### src/rtl/alu_arbiter.sv
// Round-robin arbiter sharing one combinational RV32I ALU among NUM_REQ requesters, with a
// one-entry response slot per requester. Define ALU_ARB_STATS_EN to add grant/starve counters.
module alu_arbiter #(
  parameter int NUM_REQ      = 2,
  parameter int STARVE_LIMIT = 8,
  parameter int IDX_W        = 2
) (
  input  logic                   clk,
  input  logic                   rst_n,
  input  logic [NUM_REQ-1:0]     req_valid,
  output logic [NUM_REQ-1:0]     req_ready,
  input  logic [32*NUM_REQ-1:0]  req_op1,
  input  logic [32*NUM_REQ-1:0]  req_op2,
  input  logic [32*NUM_REQ-1:0]  req_instr,
  output logic [NUM_REQ-1:0]     rsp_valid,
  input  logic [NUM_REQ-1:0]     rsp_ready,
  output logic [32*NUM_REQ-1:0]  rsp_data,
  output logic [31:0]            alu_op1,
  output logic [31:0]            alu_op2,
  output logic [31:0]            alu_instr,
  input  logic [31:0]            alu_res,
  output logic [IDX_W-1:0]       grant_idx,
  output logic                   busy
`ifdef ALU_ARB_STATS_EN
  ,
  output logic [16*NUM_REQ-1:0]  stat_grants,
  output logic [15:0]            stat_starve
`endif
);

  // Handshake: a request transfers on a rising edge where req_valid[i] & req_ready[i]; a response
  // transfers where rsp_valid[i] & rsp_ready[i]. Requesters hold operands stable while valid & !ready.

  localparam int CNT_W = (STARVE_LIMIT > 0) ? $clog2(STARVE_LIMIT + 1) : 1;
  localparam logic [CNT_W-1:0] LIMIT = CNT_W'(STARVE_LIMIT);

  typedef enum logic {
    SLOT_EMPTY = 1'b0,
    SLOT_FULL  = 1'b1
  } slot_state_t;

  slot_state_t          slot_q [NUM_REQ];
  slot_state_t          slot_d [NUM_REQ];
  logic [CNT_W-1:0]     wait_q [NUM_REQ];
  logic [CNT_W-1:0]     wait_d [NUM_REQ];
  logic [IDX_W-1:0]     rr_ptr_q;
  logic [IDX_W-1:0]     rr_ptr_d;

  logic [NUM_REQ-1:0]   elig;
  logic [NUM_REQ-1:0]   starved;
  logic [2*NUM_REQ-1:0] elig_rot;
  logic [NUM_REQ-1:0]   grant;
  logic [IDX_W-1:0]     grant_id;
  logic                 grant_any;
  logic                 starve_hit;

  // Eligibility and starvation flags
  always_comb begin
    elig    = '0;
    starved = '0;
    for (int i = 0; i < NUM_REQ; i++) begin
      elig[i]    = req_valid[i] & ((slot_q[i] == SLOT_EMPTY) | rsp_ready[i]);
      starved[i] = (STARVE_LIMIT != 0) && elig[i] && (wait_q[i] >= LIMIT);
    end
  end

  // Winner selection: lowest starved index first, otherwise first eligible from rr_ptr upward.
  always_comb begin
    starve_hit = 1'b0;
    grant_id   = '0;
    elig_rot   = {elig, elig} >> rr_ptr_q;
    for (int i = NUM_REQ - 1; i >= 0; i--) begin
      if (starved[i]) begin
        starve_hit = 1'b1;
        grant_id   = IDX_W'(i);
      end
    end
    if (!starve_hit) begin
      for (int k = NUM_REQ - 1; k >= 0; k--) begin
        if (elig_rot[k]) begin
          grant_id = IDX_W'((int'(rr_ptr_q) + k) % NUM_REQ);
        end
      end
    end
    grant_any = rst_n && (|elig);
    grant     = grant_any ? (NUM_REQ'(1) << grant_id) : '0;
    rr_ptr_d  = grant_any ? IDX_W'((int'(grant_id) + 1) % NUM_REQ) : rr_ptr_q;
  end

  assign req_ready = grant;
  assign busy      = grant_any;
  assign grant_idx = grant_any ? grant_id : '0;

  // One-hot grant makes an OR-mux sufficient; no grant drives zeros into the ALU.
  always_comb begin
    alu_op1   = '0;
    alu_op2   = '0;
    alu_instr = '0;
    for (int i = 0; i < NUM_REQ; i++) begin
      if (grant[i]) begin
        alu_op1   = alu_op1   | req_op1[32*i +: 32];
        alu_op2   = alu_op2   | req_op2[32*i +: 32];
        alu_instr = alu_instr | req_instr[32*i +: 32];
      end
    end
  end

  // Response slot FSM and wait counters
  always_comb begin
    for (int i = 0; i < NUM_REQ; i++) begin
      slot_d[i] = slot_q[i];
      case (slot_q[i])
        SLOT_EMPTY: if (grant[i]) slot_d[i] = SLOT_FULL;
        SLOT_FULL:  if (rsp_ready[i] && !grant[i]) slot_d[i] = SLOT_EMPTY;
        default:    slot_d[i] = SLOT_EMPTY;
      endcase

      wait_d[i] = wait_q[i];
      if (!req_valid[i] || grant[i]) begin
        wait_d[i] = '0;
      end else if (wait_q[i] < LIMIT) begin
        wait_d[i] = wait_q[i] + 1'b1;
      end
    end
  end

  always_comb begin
    for (int i = 0; i < NUM_REQ; i++) begin
      rsp_valid[i] = (slot_q[i] == SLOT_FULL);
    end
  end

  always_ff @(posedge clk) begin
    if (!rst_n) begin
      rr_ptr_q <= '0;
      rsp_data <= '0;
      for (int i = 0; i < NUM_REQ; i++) begin
        slot_q[i] <= SLOT_EMPTY;
        wait_q[i] <= '0;
      end
    end else begin
      rr_ptr_q <= rr_ptr_d;
      for (int i = 0; i < NUM_REQ; i++) begin
        slot_q[i] <= slot_d[i];
        wait_q[i] <= wait_d[i];
        if (grant[i]) begin
          rsp_data[32*i +: 32] <= alu_res;
        end
      end
    end
  end

`ifdef ALU_ARB_STATS_EN
  always_ff @(posedge clk) begin
    if (!rst_n) begin
      stat_grants <= '0;
      stat_starve <= '0;
    end else begin
      for (int i = 0; i < NUM_REQ; i++) begin
        if (grant[i] && (stat_grants[16*i +: 16] != 16'hFFFF)) begin
          stat_grants[16*i +: 16] <= stat_grants[16*i +: 16] + 16'd1;
        end
      end
      if (grant_any && starve_hit && (stat_starve != 16'hFFFF)) begin
        stat_starve <= stat_starve + 16'd1;
      end
    end
  end
`endif

endmodule

### config.mk
export PLATFORM = sky130hd
export DESIGN_NAME = alu_arbiter
export DESIGN_NICKNAME = d
export VERILOG_FILES = /design/src/rtl/alu_arbiter.sv
export SDC_FILE = /design/constraint.sdc
export NUM_CORES = 1
export LEC_CHECK = 0
export CORE_AREA = 2 2 156 158
export DETAILED_ROUTE_END_ITERATION = 12
export DIE_AREA = 0 0 158 160
export MAX_ROUTING_LAYER = met4
export PLACE_DENSITY_LB_ADDON = 0.05
export SLEW_MARGIN = 40
export SYNTH_ARGS = -nofsm -noshare
export SYNTH_HDL_FRONTEND = slang
export SYNTH_SLANG_ARGS = --single-unit
### constraint.sdc
create_clock -name clk -period 3.54 [get_ports clk]
set_input_delay 0.885 -clock clk [delete_from_list [all_inputs] [get_ports clk]]
set_output_delay 0.885 -clock clk [all_outputs]
set_load 0.01 [all_outputs]
==> results.md <==
* End of the worst register-to-register path: wait_q[0][4]
* Setup violators final at 0
* Core area at about 24000 µm²
* GRT overflow at 0
* Die Ht at approximately 160 µm
* Number of port buffers at 395
* Synth unique cells at 27
* First-pass GRT wire length at between 30000 and 40000 µm
* Avg Cell Area, Syn at 6.87 µm²
* Final Cycle Share at 98.7%
* GPL Wtd Cong at 0.833
* TNS Setup at 0 ps
* Post-Route WL at 24500 µm
* Initial Utilization at 18.4%
* Sum of buffers and inverters on the critical path at 6
* F_max at 286 MHz
* Remaining DRCs at 0
* Critical path data arrival time at approximately 2600 ps
* Max Slew Vio Count at 0
* Critical Path Start: rsp_ready[1]
* Commonest non-fill, non-tap cell in the layout: clkdlybuf4s50_1
* HPWL after DPL at about 19000 µm
* Post-synthesis adder-cell area fraction at 1.14%
* CP max-delay cell: clkdlybuf4s50_1
* Critical Path End Type: output pin
* Reg2reg path depth at 7
* DR iter-0 viols at 301
* Worst r2r src: wait_q[0][7]
* NumNets Final at around 1.3k
* Post-synthesis register bit count at between 70 and 80
* Die width at ~160 µm
* DR WL/cell at approximately 18 µm
* Mapped Nets at 873
* Stages on worst setup path at 9
* CTS Buffer Depth at 2
* XOR/XNOR Fraction of Synth Area at less than 1%
* Largest net degree at the start of global routing at 90
* Pwr Density at between 300 and 400 nW/µm²
* # rows at between 50 and 60
* Portion of netlist area occupied by mux cells at less than 1%
* Status: finished, final reports clean
* CP delay by family, top: buffers and inverters
* CP Launch Type: primary input
* Largest family of logic cells by synthesized area: simple AND/OR/NAND/NOR gates
* Number of clock sinks at 75
* Smallest setup slack after layout at between 40 and 50 ps
* Sequential area share after synthesis at ~34%
* CP endpoint: alu_op1[4]
* Type of the worst setup path: primary input to output pin
* CP required at roughly 2700 ps
* Unrepaired setup endpoints after global routing: true
* Sequential cell area at 1500 µm²
* Number of cells on the worst hold path at 2
* Synth Instances at about 640
* Share of cells above drive strength 1 at roughly 16%
* CTS tree: done
* Worst-Margin Slew at between 600 and 700 ps
* Mapped cell area at 4390 µm²
* Peak VDD IR at around 0.19 mV
* Yosys warning total at 0
* Clock transition at path regs at around 60 ps
* Max stage delay on crit path at 480 ps
* Layout area overhead at 105%
* Vias in the first global route at around 5.7k
* Slew margin rel. at between 50 and 60%
* Fin. Hold Viols at 0
* Fillers at 2603
* CTS Hold Bufs at 0
* Post-route ant nets at 0
* Pre-CTS setup slack at -331 ps
* Vias per inst at around 4.3
* Drt pass-1 iters at 7
* CTS HTree Levels at 3
* CP Max Fanout at 13
* Worst skew pair latency at 330 ps
* I/O Pins at 397
* Total CTS buffers at 9
* Gr usage total at about a fifth
* Leakage power at approximately 3.6 nW
* Placed inst area at between 8000 and 9000 µm²
* Tightest Hold Check Type: flop to flop
* Cell mode on critical path: buf_4
* Maximum capacitance violations at 0
* Die Area at between 20000 and 30000 µm²
* Initial antenna violation count at 1
* Multi-input logic area at between 2000 and 3000 µm²
* Minimum clock period at 3490 ps
* Simple-Gate Fraction of Synth Area at 28.5%
* CP cell instances: clkdlybuf4s50_1, nor2b_1, buf_4, o311ai_4, buf_12, buf_4, buf_4, o22ai_1, clkdlybuf4s15_1
* Setup Skew at ~9.2 ps
* Via count at 5796
* Final Instance Area at roughly 9000 µm²
* R2R Setup Slk at roughly 1400 ps
* CTS root buffer: clkbuf_16
* Most frequent cells in the layout: clkdlybuf4s50_1, nand2_1, dfxtp_1, o22ai_1, nand3_1
* Compound-Gate Fraction of Synth Area at between 20% and 30%
[final cells by class]
class	instances	area share [%]
diodes	2	0.0556
repair buffers	442	46.5
clock inverters	6	1.25
clock buffers	10	2.55
flip-flops and latches	75	16.7
multi-input cells	489	28.2
well taps	324	4.51
inverters	6	0.250
[tightest hold or removal path, stage by stage, from the launching register on]
cell,delay [ps]
dfxtp_1,310
nand3_1,50
o21ai_0,60
[per-layer routing]
metal / wire (µm) / track usage [%] / up-vias
li1: - / - / 2976
met1: 10100 / 22.9 / 2570
met2: 12200 / 32.8 / 239
met3: 1990 / 5.35 / 11
met4: 193 / 2.83 / 0
met5: 0 / - / -
[state kept, by name, summed over array words and instances, names as in the netlist]
name / cells
rr_ptr_q: 1
rsp_data: 64
slot_q: 2
wait_q: 8
[cell families after synthesis]
family	count (synthesis)
adders and majority gates	4
other	1
buffers and inverters	75
DFF	75
muxes	2
AOI/OAI and AO/OA	170
and+or+nand+nor	308
xor gates and xnor gates	4
[metrics by stage]
| stage | total power [mW] | hold WS (ps) | cells | util [%] |
|---|---|---|---|---|
| floorplan | 1.34 | 485 | 639 | - |
| global placement | 2.03 | 454 | 1324 | 37.2 |
| detailed placement | 2.02 | 461 | 1324 | 37.2 |
| CTS | 3.04 | 472 | 1348 | 38.1 |
| global route | 3.16 | 493 | 1353 | 37.8 |
| finish | 3.00 | 466 | 1354 | 37.8 |
[power breakdown]
part | switching [mW] | total, mW | internal [mW]
clock | 0.358 | 1.05 | 0.691
combinational | 0.458 | 1.02 | 0.563
sequential | 0.0276 | 0.928 | 0.900
total | 0.844 | 3.00 | 2.15
[synth_stat cells (all sizes together)]
cell type,n,area [µm²]
a21o,1,7.51
a21oi,3,15.0
a311o,1,10.0
a31oi,2,12.5
a32oi,1,8.76
buf,30,208
clkbuf,39,146
conb,1,3.75
dfxtp,75,1500
ha,4,50.1
inv,6,22.5
mux2i,2,20.0
nand2,226,848
nand2b,2,12.5
nand3,66,330
nor2,11,41.3
nor2b,3,18.8
o21ai,64,320
o21bai,1,11.3
o22ai,96,738
o311ai,1,26.3
xnor2,2,17.5
xor2,2,17.5
[worst min-delay path by stage]
stage	to	startpoint	slack, ps
global placement	rsp_data[48]	rsp_data[48]	450
detailed placement	rsp_data[37]	rsp_data[37]	460
floorplan	wait_q[0][2]	wait_q[0][2]	480
global route	rsp_data[22]	rsp_data[22]	490
CTS	rsp_data[61]	rsp_data[61]	470
finish	rsp_data[37]	rsp_data[37]	470
[what timing repair did]
action / in CTS / in global routing
gates resized for setup: 191 / 95
gates cloned: 1 / 0
buffers inserted: 7 / 4
endpoints found under the setup margin: 98 / 64
pin swaps: 1 / 0
Note: power is estimated with default switching activity, not from simulation.
